File: src/rtl/sdram_bist_pkg.sv
// Shared encodings and constants for the SDRAM BIST traffic engine.
package sdram_bist_pkg;

  typedef enum logic [1:0] {
    MODE_ADDR  = 2'd0,
    MODE_LFSR  = 2'd1,
    MODE_WALK  = 2'd2,
    MODE_CHECK = 2'd3
  } pat_mode_e;

  typedef enum logic [2:0] {
    ST_IDLE   = 3'd0,
    ST_WRITE  = 3'd1,
    ST_READ   = 3'd2,
    ST_DRAIN  = 3'd3,
    ST_REPORT = 3'd4
  } bist_state_e;

  localparam logic [31:0] LFSR_TAPS = 32'h8020_0003;
  localparam int          HB_W      = 24;

  // Right-shifting Galois step for x^32+x^22+x^2+x+1.
  function automatic logic [31:0] lfsr_next(input logic [31:0] s);
    return s[0] ? ((s >> 1) ^ LFSR_TAPS) : (s >> 1);
  endfunction

endpackage

File: src/rtl/sdram_bist_pattern_gen.sv
// Pattern source: one word per step, restartable with init. Used on both
// the issue side and the compare side so both walk the same sequence.
module bist_pattern_gen
  import sdram_bist_pkg::*;
#(
  parameter int          DATA_W     = 16,
  parameter logic [31:0] LFSR_SEED  = 32'hACE1_1234,
  parameter logic [31:0] START_ADDR = 32'd0
) (
  input  logic              sys_clk,
  input  logic              rst,
  input  logic              init,
  input  logic              step,
  input  logic [1:0]        mode,
  output logic [DATA_W-1:0] data
);

  localparam int WALK_W = 5;

  logic [31:0]       idx;
  logic [31:0]       lfsr;
  logic [WALK_W-1:0] walk;

  // walk tracks idx mod DATA_W without a divider.
  always_ff @(posedge sys_clk or posedge rst) begin
    if (rst) begin
      idx  <= '0;
      walk <= '0;
      lfsr <= LFSR_SEED;
    end else if (init) begin
      idx  <= '0;
      walk <= '0;
      lfsr <= LFSR_SEED;
    end else if (step) begin
      idx  <= idx + 1'b1;
      walk <= (walk == WALK_W'(DATA_W - 1)) ? '0 : walk + 1'b1;
      lfsr <= lfsr_next(lfsr);
    end
  end

  always_comb begin
    data = '0;
    case (mode)
      MODE_ADDR:  data = DATA_W'(START_ADDR + idx);
      MODE_LFSR:  data = lfsr[DATA_W-1:0];
      MODE_WALK:  data = DATA_W'(1) << walk;
      MODE_CHECK: data = idx[0] ? DATA_W'(32'hAAAA_AAAA) : DATA_W'(32'h5555_5555);
      default:    data = '0;
    endcase
  end

endmodule

File: src/rtl/sdram_bist.sv
// SDRAM traffic engine: writes a pattern over a window, reads it back,
// compares every word and reports the result on status outputs and LEDs.
module sdram_bist
  import sdram_bist_pkg::*;
#(
  parameter int          DATA_W          = 16,
  parameter int          ADDR_W          = 24,
  parameter logic [31:0] START_ADDR      = 32'd0,
  parameter int          NUM_WORDS       = 1024,
  parameter int          MAX_OUTSTANDING = 4,
  parameter logic [31:0] LFSR_SEED       = 32'hACE1_1234,
  parameter int          ERR_CNT_W       = 16
) (
  input  logic                 sys_clk,
  input  logic                 rst,
  input  logic                 start,
  input  logic [1:0]           mode,
  input  logic                 loop_en,
  output logic                 cmd_valid,
  input  logic                 cmd_ready,
  output logic                 cmd_we,
  output logic [ADDR_W-1:0]    cmd_addr,
  output logic [DATA_W-1:0]    cmd_wdata,
  input  logic                 rd_valid,
  input  logic [DATA_W-1:0]    rd_data,
  output logic                 busy,
  output logic                 done,
  output logic                 pass,
  output logic [ERR_CNT_W-1:0] err_cnt,
  output logic [ADDR_W-1:0]    first_err_addr,
  output logic [15:0]          pass_cnt,
  output logic [7:0]           debug_led,
  output logic [2:0]           dbg_state
);

  localparam int CNT_W = $clog2(NUM_WORDS + 1);
  localparam int OUT_W = $clog2(MAX_OUTSTANDING + 1);

  bist_state_e       state;
  logic [1:0]        mode_q;
  logic [CNT_W-1:0]  issue_cnt;
  logic [CNT_W-1:0]  rsp_cnt;
  logic [ADDR_W-1:0] rsp_addr;
  logic [OUT_W-1:0]  outstanding;
  logic [HB_W-1:0]   hb_cnt;
  logic              hb;
  logic [DATA_W-1:0] wr_data;
  logic [DATA_W-1:0] exp_data;
  logic              cmd_hs;
  logic              rsp_fire;
  logic              gen_init;

  // Handshake: a command transfers on a cycle where cmd_valid && cmd_ready;
  // until then cmd_we/cmd_addr/cmd_wdata hold. rd_valid carries one in-order
  // response per cycle and has no back-pressure.
  assign cmd_valid = (state == ST_WRITE) ||
                     ((state == ST_READ) && (outstanding < OUT_W'(MAX_OUTSTANDING)));
  assign cmd_we    = (state == ST_WRITE);
  assign cmd_wdata = (state == ST_WRITE) ? wr_data : '0;
  assign cmd_hs    = cmd_valid && cmd_ready;
  // Responses only count while a read is actually outstanding in READ/DRAIN.
  assign rsp_fire  = rd_valid && ((state == ST_READ) || (state == ST_DRAIN)) &&
                     (outstanding != '0);
  assign gen_init  = ((state == ST_IDLE) && start) || ((state == ST_REPORT) && loop_en);
  assign debug_led = {pass_cnt[1:0], mode_q, hb, (err_cnt != '0), pass, busy};
  assign dbg_state = state;

  bist_pattern_gen #(
    .DATA_W(DATA_W), .LFSR_SEED(LFSR_SEED), .START_ADDR(START_ADDR)
  ) u_wr_gen (
    .sys_clk(sys_clk), .rst(rst), .init(gen_init),
    .step(cmd_hs && (state == ST_WRITE)), .mode(mode_q), .data(wr_data)
  );

  bist_pattern_gen #(
    .DATA_W(DATA_W), .LFSR_SEED(LFSR_SEED), .START_ADDR(START_ADDR)
  ) u_cmp_gen (
    .sys_clk(sys_clk), .rst(rst), .init(gen_init),
    .step(rsp_fire), .mode(mode_q), .data(exp_data)
  );

  always_ff @(posedge sys_clk or posedge rst) begin
    if (rst) begin
      outstanding <= '0;
    end else if (cmd_hs && !cmd_we && !rsp_fire) begin
      outstanding <= outstanding + 1'b1;
    end else if (rsp_fire && !(cmd_hs && !cmd_we)) begin
      outstanding <= outstanding - 1'b1;
    end
  end

  always_ff @(posedge sys_clk or posedge rst) begin
    if (rst) begin
      hb_cnt <= '0;
      hb     <= 1'b0;
    end else begin
      hb_cnt <= hb_cnt + 1'b1;
      if (hb_cnt == '1) hb <= ~hb;
    end
  end

  always_ff @(posedge sys_clk or posedge rst) begin
    if (rst) begin
      state          <= ST_IDLE;
      mode_q         <= '0;
      busy           <= 1'b0;
      done           <= 1'b0;
      pass           <= 1'b0;
      err_cnt        <= '0;
      first_err_addr <= '0;
      pass_cnt       <= '0;
      cmd_addr       <= '0;
      issue_cnt      <= '0;
      rsp_cnt        <= '0;
      rsp_addr       <= '0;
    end else begin
      done <= 1'b0;
      if (rsp_fire) begin
        rsp_cnt  <= rsp_cnt + 1'b1;
        rsp_addr <= rsp_addr + 1'b1;
        if (rd_data != exp_data) begin
          if (err_cnt == '0) first_err_addr <= rsp_addr;
          if (err_cnt != '1) err_cnt <= err_cnt + 1'b1;
        end
      end
      case (state)
        ST_IDLE: begin
          if (start) begin
            mode_q         <= mode;
            err_cnt        <= '0;
            first_err_addr <= '0;
            busy           <= 1'b1;
            cmd_addr       <= ADDR_W'(START_ADDR);
            issue_cnt      <= '0;
            rsp_cnt        <= '0;
            rsp_addr       <= ADDR_W'(START_ADDR);
            state          <= ST_WRITE;
          end
        end
        ST_WRITE: begin
          if (cmd_hs) begin
            if (issue_cnt == CNT_W'(NUM_WORDS - 1)) begin
              issue_cnt <= '0;
              cmd_addr  <= ADDR_W'(START_ADDR);
              state     <= ST_READ;
            end else begin
              issue_cnt <= issue_cnt + 1'b1;
              cmd_addr  <= cmd_addr + 1'b1;
            end
          end
        end
        ST_READ: begin
          if (cmd_hs) begin
            cmd_addr <= cmd_addr + 1'b1;
            if (issue_cnt == CNT_W'(NUM_WORDS - 1)) begin
              state <= ST_DRAIN;
            end else begin
              issue_cnt <= issue_cnt + 1'b1;
            end
          end
        end
        ST_DRAIN: begin
          if (rsp_cnt == CNT_W'(NUM_WORDS)) state <= ST_REPORT;
        end
        ST_REPORT: begin
          done     <= 1'b1;
          pass     <= (err_cnt == '0);
          pass_cnt <= pass_cnt + 1'b1;
          if (loop_en) begin
            err_cnt        <= '0;
            first_err_addr <= '0;
            cmd_addr       <= ADDR_W'(START_ADDR);
            issue_cnt      <= '0;
            rsp_cnt        <= '0;
            rsp_addr       <= ADDR_W'(START_ADDR);
            state          <= ST_WRITE;
          end else begin
            busy  <= 1'b0;
            state <= ST_IDLE;
          end
        end
        default: state <= ST_IDLE;
      endcase
    end
  end

endmodule
File: config.mk
export PLATFORM = sky130hd
export DESIGN_NAME = sdram_bist
export DESIGN_NICKNAME = d
export VERILOG_FILES = /design/src/rtl/sdram_bist_pkg.sv /design/src/rtl/sdram_bist_pattern_gen.sv /design/src/rtl/sdram_bist.sv
export SDC_FILE = /design/constraint.sdc
export NUM_CORES = 1
export LEC_CHECK = 0
export CAP_MARGIN = 40
export CORE_MARGIN = 5
export CORE_UTILIZATION = 57
export DETAILED_ROUTE_END_ITERATION = 6
export PLACE_DENSITY = 0.88
export SYNTH_ARGS = -nofsm -noshare
export SYNTH_HDL_FRONTEND = slang
export SYNTH_SLANG_ARGS = --single-unit
export TNS_END_PERCENT = 100
File: constraint.sdc
create_clock -name sys_clk -period 10.6 [get_ports sys_clk]
set_input_delay 2.65 -clock sys_clk [delete_from_list [all_inputs] [get_ports sys_clk]]
set_output_delay 2.65 -clock sys_clk [all_outputs]
set_load 0.05 [all_outputs]
==> impl_metrics.csv, run 1 <==
group,metric,value,unit
place,dp_hpwl,20800,µm
critical_path,cp-start-kind,"register",
synth,yosysTopAreaCell,"dfrtp_1",
synth,synth_commonest_cells,"dfrtp_1 (242), nand2_1 (163), nor2_1 (136)",
routing,firstDrtPassIters,5,
sta,period_share,0.581,
synth,synth_area_per_cell,9.90,µm²
clock_tree,hold_buffers,0,
clock_tree,clockBufferDepth,3,
synth,synth_edf_count,0,
routing,routed_wl,31100,µm
clock_tree,cts.reportedPaths.clkPinSlew,60,ps
critical_path,criticalPathCategory,"reg2out",
final_layout,drive_gt1_frac,0.0745,
pwr,power_leakage,6.94,nW
clock_tree,cts-root-buf,"clkbuf_16",
clock_tree,cts_resized,0,
routing,route.detailed.drc,0,
critical_path,required,7950,ps
clock_tree,clk_latency,550,ps
global_routing,grt_pass1_wl,53100,µm
die,die-area,26200,µm²
routing,vias,10500,
die,die_h,162,µm
sta,slew_headroom,0.364,
final_layout,layout.nets,1490,
pwr,ir_drop,0.000183,V
synth,synthFlopType,"dfrtp_1",
critical_path,worstPathArrival,3500,ps
die,placement_rows,55,
place,place_congestion,0.931,
sta,fin_ws,4450,ps
die,initial_utilization,0.579,
die,die_w,162,µm
clock_tree,numClockSinks,268,
synth,yosysWarnings,0,
flow_run,cap_viol_max_count,0,
clock_tree,cts_max_level,1,
critical_path,cp_max_fo,28,
synth,synth_most_common_cell,"dfrtp_1",
min_path,hold_class,"reg2reg",
routing,drtAntennaViolNets,0,
die,ioPinCount,136,
synth,yosys.area_share.xor_xnor,0.0968,
sta,tns,0,ps
synth,synth_area_leaders,"dfrtp_1 (46%), xor2_1 (5.3%), dfstp_2 (5.2%), nand2_1 (4.7%), xnor2_1 (4.3%)",
clock_tree,post_cts_buffers,0,
sta,finalSetupViolCount,0,
synth,synth-seq-area-share,0.514,
global_routing,grt_pass1_vias,10600,
synth,yosys.cell_types.count,66,
routing,viasPerCell,6.03,
synth,async_flop_share,1.00,
die,coreArea,22600,µm²
clock_tree,cts_tree,"done",
clock_tree,cts_buffers,29,
synth,netlist_instances,1325,
final_layout,syn2layout_area_growth,20.3,%
synth,synth_nets,1374,
pwr,p_per_area,162,nW/µm²
sta,clock_skew,17.0,ps
final_layout,finalCoreUtilization,0.697,
global_routing,grt_max_degree,120,
global_routing,grt.total_usage,0.241,
synth,synthSimpleGateAreaFrac,0.192,
synth,synth.area.mux_share,0.0255,
sta,rsz0062_at_grt,"false",
status,status,"complete, no violations",
final_layout,num_antenna_cells,0,
synth,postSynthRegisterBits,268,
global_routing,antenna_found_initial,1,
sta,fmax,162,MHz
global_routing,grt_overflow,0,
synth,synth_area,13100,µm²
pwr,finalPower,0.00256,W
place,io_buffers,135,
routing,wl_per_cell,17.8,µm
synth,synth_top_area_share,0.462,
critical_path,crit_path_end_kind,"output port",
sta,timing.final.max_slew_violations,0,
final_layout,fill_cells,1626,
sta,period_needed,6150,ps
routing,drt-initial-drc-count,930,
place,place_ws,5070,ps
synth,synth_top_family_by_area,"simple AND/OR/NAND/NOR gates",
sta,finalHoldViolCount,0,
sta,worstMarginPinSlew,954,ps
synth,synth_compound_area_frac,0.116,
synth,synth_fa_ha_area_frac,0.0244,
state kept, by name, summed over array words and instances (netlist names), 16 cells and up:
| name | flops |
|---|---|
| u_cmp_gen.lfsr | 32 |
| u_wr_gen.lfsr | 32 |
| cmd_addr | 24 |
| first_err_addr | 24 |
| hb_cnt | 24 |
| rsp_addr | 24 |
| err_cnt | 16 |
| pass_cnt | 16 |
| u_cmp_gen.idx | 16 |
| u_wr_gen.idx | 16 |
area by class of cell:
| class | instances | area, µm² | share of cell area |
|---|---|---|---|
| Inverter | 31 | 124 | 0.00785 |
| Sequential cell | 268 | 6740 | 0.427 |
| Clock buffer | 40 | 837 | 0.0531 |
| Timing Repair Buffer | 151 | 1520 | 0.0965 |
| Tap cell | 285 | 357 | 0.0226 |
| Clock inverter | 14 | 210 | 0.0133 |
| Multi-Input combinational cell | 960 | 5990 | 0.379 |
placed cells by master (no fill, tap or decap), types with 32 or more instances in the layout:
cell type and instances:
dfrtp_1 242, nand2_1 162, nor2_1 136, clkdlybuf4s50_1 135, xor2_1 80, o21ai_0 69
xnor2_1 65, nand3_1 59, a21oi_1 46, nand4_1 39, a22o_1 36, and3_1 32
path summary, 6_finish.rpt:
kind                            startpoint  cells after the start            endpoint  slack (ps)
worst min-delay path            hb_cnt[12]                      1          hb_cnt[12]         470
max in group asynchronous              rst                      4  u_cmp_gen.lfsr[22]        6750
worst max register to register   mode_q[1]                      8         err_cnt[13]        6780
worst max-delay path             mode_q[1]                      4        cmd_wdata[3]        4450
min in group asynchronous              rst                      2    u_wr_gen.lfsr[7]        2620
worst min register to register  hb_cnt[12]                      1          hb_cnt[12]         470
where the power goes:
part           total (W)  internal, W  switching (W)
combinational   0.000306     0.000118       0.000188
sequential       0.00116      0.00109      0.0000728
clock            0.00109     0.000673       0.000414
total            0.00256      0.00188       0.000675
layer usage:
metal,wire (µm),track usage,up-vias
li1,-,-,4842
met1,13200,0.329,5235
met2,14900,0.400,393
met3,2110,0.0457,66
met4,901,0.0673,5
met5,46,0,-
cells by family after synthesis:
| kind of cell | Yosys count |
|---|---|
| buffers and inverters | 97 |
| adders and majority gates | 25 |
| AOI/OAI and AO/OA | 234 |
| DFF | 268 |
| and+or+nand+nor | 523 |
| muxes | 33 |
| xor gates and xnor gates | 145 |
critical path, cell delays in order (launching register included):
cell	delay (ps)
dfrtp_1	850
nand2b_1	820
o21ai_0	220
a21oi_1	230
clkdlybuf4s50_1	830
through the flow:
step	cell area, µm²	cells	hold WS [ps]
after floorplan	13100	1325	436
after global placement	14600	1690	453
after detailed placement	14700	1695	458
after CTS	15800	1749	472
after global routing	15800	1749	491
final	15800	1749	469
No activity file was read; power rests on OpenSTA's default activity.
==> inputs of run 2 (changes only) <==
==> constraint.sdc (replaced) <==
create_clock -name sys_clk -period 6.41 [get_ports sys_clk]
set_input_delay 1.6025 -clock sys_clk [delete_from_list [all_inputs] [get_ports sys_clk]]
set_output_delay 1.6025 -clock sys_clk [all_outputs]
set_load 0.05 [all_outputs]
==> run 2 against run 1 <==
  * Final cell count down 0.23%
  * Core utilization down 0.38 points
  * Critical path depth unchanged
  * Design area down 0.55%
  * Die area unchanged
  * Combinational power up 64%
  * First-iteration DRC count up 5.9%
  * Sequential power up 66%
  * Power up 61%
  * Global-route usage down 0.96 points
  * Critical endpoint unchanged
  * Largest cell class unchanged
  * Largest power group unchanged
  * Highest routed layer is now met4
==> impl_metrics.csv, run 2 (synthesis gave the netlist of run 1 again) <==
group,metric,value,unit
sta,period_needed,5040,ps
critical_path,criticalPathCategory,"reg2out",
sta,finalHoldViolCount,0,
global_routing,antenna_found_initial,0,
final_layout,postLayoutCellArea,15700,µm²
global_routing,grt_pass1_wl,51500,µm
sta,timing.final.max_slew_violations,0,
place,placed_area,14700,µm²
clock_tree,clockBufferDepth,3,
critical_path,cp-start-kind,"register",
final_layout,reg_top3,"u_cmp_gen.lfsr (32), u_wr_gen.lfsr (32)",
place,dp_hpwl,20300,µm
die,placement_rows,55,
routing,routed_wl,30100,µm
final_layout,syn2layout_area_growth,19.6,%
die,die_w,162,µm
routing,vias,10400,
final_layout,layout_common_cells,"dfrtp_1 (242), nand2_1 (162), nor2_1 (136)",
clock_tree,numClockSinks,268,
pwr,ir_drop,0.000176,V
routing,wl_per_cell,17.2,µm
global_routing,grt_overflow,0,
sta,fmax,199,MHz
sta,finalSetupViolCount,0,
die,ioPinCount,136,
die,die-area,26200,µm²
pwr,p_per_area,262,nW/µm²
clock_tree,hold_buffers,0,
status,status,"complete, no violations",
min_path,hold_class,"reg2reg",
die,coreArea,22600,µm²
final_layout,num_antenna_cells,0,
routing,drt-initial-drc-count,985,
routing,drtAntennaViolNets,0,
flow_run,cap_viol_max_count,0,
global_routing,grt.total_usage,0.231,
global_routing,grt_pass1_vias,10400,
routing,viasPerCell,5.93,
routing,route.detailed.drc,0,
clock_tree,cts_max_level,1,
clock_tree,cts-root-buf,"clkbuf_16",
critical_path,crit_path_end_kind,"output port",
critical_path,worstPathArrival,3440,ps
routing,wl_met2,14200,µm
clock_tree,cts_resized,0,
final_layout,final_common_cell,"dfrtp_1",
routing,wl_met1,13300,µm
final_layout,drive_gt1_frac,0.0692,
final_layout,layout.nets,1487,
die,initial_utilization,0.579,
critical_path,cp_max_fo,28,
clock_tree,post_cts_buffers,0,
place,io_buffers,135,
sta,worstMarginPinSlew,932,ps
clock_tree,cts.reportedPaths.clkPinSlew,60,ps
sta,whs,464,ps
sta,rsz0062_at_grt,"false",
clock_tree,clk_latency,550,ps
pwr,finalPower,0.00411,W
sta,clock_skew,23.4,ps
sta,tns,0,ps
place,place_congestion,0.928,
routing,wl_met3,1870,µm
critical_path,required,4810,ps
routing,firstDrtPassIters,6,
sta,period_share,0.786,
routing,topRoutingLayerUsed,"met4",
clock_tree,cts_tree,"done",
die,die_h,162,µm
place,placed_cells,1693,
pwr,power_leakage,6.90,nW
final_layout,stdcell_count,1745,
clock_tree,cts_buffers,28,
global_routing,grt_max_degree,136,
sta,slew_headroom,0.379,
==> run 2: routing by layer <==
metal | vias up | global-route usage
met4 | 0 | 0.0604
met1 | 5075 | 0.322
met5 | - | 0
li1 | 4838 | -
met3 | 64 | 0.0403
met2 | 373 | 0.381
==> run 2: final cells by class <==
cell class / instances / area (µm²)
Fill cell: 1636 / 6950
Timing Repair Buffer: 149 / 1510
Multi-Input combinational cell: 960 / 5990
Sequential cell: 268 / 6740
Clock inverter: 12 / 189
Inverter: 31 / 120
Clock buffer: 40 / 786
Tap cell: 285 / 357
==> run 2: final timing paths <==
path                       startpoint  depth (start not counted)  slack (ps)          endpoint
min in group asynchronous         rst                          2        1500      cmd_addr[12]
max in group asynchronous         rst                          3        3850  u_wr_gen.idx[15]
setup reg to reg            mode_q[1]                          8        2690       err_cnt[13]
setup / recovery            mode_q[1]                          4        1370      cmd_wdata[3]
hold / removal              hb_cnt[0]                          1         460         hb_cnt[0]
hold reg to reg             hb_cnt[0]                          1         460         hb_cnt[0]
==> run 2: power breakdown <==
part	internal [W]	switching (W)	leakage (nW)
combinational	0.000194	0.000306	2.89
clock	0.00102	0.000672	0.479
sequential	0.00180	0.000116	3.53
==> run 2: critical path, stage by stage (launching register included) <==
cell and delay [ps]:
dfrtp_1 860, nand2b_1 770, o21ai_0 230, a21oi_1 220
clkdlybuf4s50_1 830
==> run 2: metrics by stage <==
step,worst slack (ps),util
after global placement,1960,0.647
after floorplan,1290,-
after detailed placement,1890,0.650
final,1370,0.693
after CTS,1380,0.693
after global routing,1190,0.693
==> inputs of run 3 (changes only) <==
==> constraint.sdc (replaced) <==
create_clock -name sys_clk -period 4.8 [get_ports sys_clk]
set_input_delay 1.2 -clock sys_clk [delete_from_list [all_inputs] [get_ports sys_clk]]
set_output_delay 1.2 -clock sys_clk [all_outputs]
set_load 0.05 [all_outputs]
==> run 3 against run 2 <==
  * Clock power increased by 30%
  * Sequential power up 34%
  * Setup slack got worse by 820 ps
  * Core utilization rose by 0.11 points
  * Sequential cell count did not move
  * Register-to-register slack got worse by 1300 ps
  * First-iteration DRC count shrank 0.81%
  * Combinational power rose by 35%
  * Clock-buffer cell count decreased by 8
  * Global-route usage is 0.48 points higher
  * Non-clock buffer count is 10 higher
  * Largest cell class unchanged
==> impl_metrics.csv, run 3 (synthesis gave the netlist of run 1 again) <==
group,metric,value,unit
min_path,hold_class,"reg2reg",
die,die-area,26200,µm²
critical_path,criticalPathCategory,"reg2out",
sta,period_needed,4250,ps
pwr,p_per_area,346,nW/µm²
critical_path,r2r-start,"mode_q[0]",
min_path,whs_path_depth,1,
min_path,min_to,"hb_cnt[12]",
critical_path,reg2reg_to,"err_cnt[13]",
sta,timing.final.max_slew_violations,0,
pwr,power_frac_clock,0.403,
sta,rsz0062_at_grt,"false",
sta,finalSetupViolCount,0,
final_layout,layout_common_cells,"dfrtp_1 (242), nand2_1 (162), nor2_1 (136)",
final_layout,finalCoreUtilization,0.694,
clock_tree,cts.reportedPaths.clkPinSlew,60,ps
pwr,power.internal,0.00397,W
pwr,ir_drop,0.000275,V
sta,slew_headroom,0.375,
routing,firstDrtPassIters,6,
die,placement_rows,55,
routing,drt-initial-drc-count,977,
clock_tree,clockBufferDepth,3,
clock_tree,numClockSinks,268,
sta,fmax,235,MHz
final_layout,final_common_cell,"dfrtp_1",
critical_path,worstPathArrival,3050,ps
final_layout,reg_top3,"u_cmp_gen.lfsr (32), u_wr_gen.lfsr (32)",
global_routing,antenna_found_initial,0,
clock_tree,cts_max_level,1,
sta,tns,0,ps
pwr,finalPower,0.00543,W
place,io_buffers,135,
clock_tree,cts_buffers,27,
critical_path,reg2reg_slack,1360,ps
die,coreArea,22600,µm²
final_layout,drive_gt1_frac,0.0777,
global_routing,grt.total_usage,0.236,
clock_tree,clk_latency,520,ps
clock_tree,cts_resized,0,
die,die_w,162,µm
sta,whs,464,ps
sta,worstMarginPinSlew,937,ps
routing,routed_wl,31000,µm
critical_path,required,3600,ps
final_layout,syn2layout_area_growth,19.8,%
clock_tree,cts_tree,"done",
critical_path,rr_worst_depth,9,
clock_tree,post_cts_buffers,0,
global_routing,grt_overflow,0,
place,dp_hpwl,21100,µm
die,die_h,162,µm
die,initial_utilization,0.579,
pwr,swShare,0.269,
critical_path,cp_max_fo,26,
final_layout,fill_cells,1620,
routing,drtAntennaViolNets,0,
pwr,pwr-share-comb,0.124,
routing,route.detailed.drc,0,
sta,period_share,0.886,
routing,wl_per_cell,17.7,µm
global_routing,grt_max_degree,68,
routing,viasPerCell,5.98,
clock_tree,cts-root-buf,"clkbuf_16",
final_layout,num_antenna_cells,0,
final_layout,layout.nets,1496,
critical_path,cp-start-kind,"register",
clock_tree,hold_buffers,0,
global_routing,grt_pass1_wl,52100,µm
critical_path,crit_path_end_kind,"output port",
routing,vias,10500,
sta,finalHoldViolCount,0,
pwr,seqPwrFrac,0.473,
sta,clock_skew,8.25,ps
min_path,hold_start,"hb_cnt[12]",
global_routing,grt_pass1_vias,10300,
flow_run,cap_viol_max_count,0,
pwr,switching_power,0.00146,W
die,ioPinCount,136,
status,status,"complete, no violations",
pwr,power_leakage,6.92,nW
place,place_congestion,0.937,
-- run 3: cell type report --
cell class | count | area [µm²] | share of cell area
inverter | 31 | 120 | 0.00764
multi-input combinational | 960 | 5990 | 0.381
tap | 285 | 357 | 0.0227
timing repair buffer | 159 | 1580 | 0.101
clock buffer | 32 | 724 | 0.0461
sequential | 268 | 6740 | 0.429
clock inverter | 17 | 206 | 0.0131
-- run 3: how the worst max path moves through the flow --
| stage | start | endpoint | slack, ps |
|---|---|---|---|
| after floorplan | rst | busy | 80 |
| after global placement | mode_q[0] | cmd_wdata[14] | 1180 |
| after detailed placement | mode_q[0] | cmd_wdata[7] | 1120 |
| after CTS | mode_q[0] | cmd_wdata[7] | 550 |
| after global routing | mode_q[0] | cmd_wdata[4] | 410 |
| final | mode_q[0] | cmd_wdata[7] | 550 |
-- run 3: per-layer routing --
layer	GRT usage	share of wire	up-vias
met3	0.0391	0.065	60
met4	0.0592	0.021	0
li1	-	-	4851
met5	0	0	-
met2	0.386	0.48	389
met1	0.335	0.44	5169
-- run 3: through the flow --
stage          worst slack (ps)  area [µm²]  instances
2_1_floorplan              81.8       13100       1325
3_3_place_gp               1180       14800       1702
3_5_place_dp               1120       14800       1703
4_1_cts                     549       15700       1752
5_1_grt                     412       15700       1752
6_report                    550       15700       1752
-- run 3: worst max-delay path, stage by stage, from the launching register on --
cell and delay (ps):
dfrtp_1 370, buf_4 200, nand2b_1 680, o21ai_0 210, a21oi_1 240, clkdlybuf4s50_1 840
-- run 3: power groups by stage --
stage                     Sequential [W]  Combinational (W)  Clock (W)
after CTS                        0.00256           0.000682    0.00223
after detailed placement         0.00260           0.000677          0
after floorplan                  0.00263           0.000399          0
after global placement           0.00259           0.000662          0
after global routing             0.00259           0.000737    0.00232
final                            0.00257           0.000676    0.00219
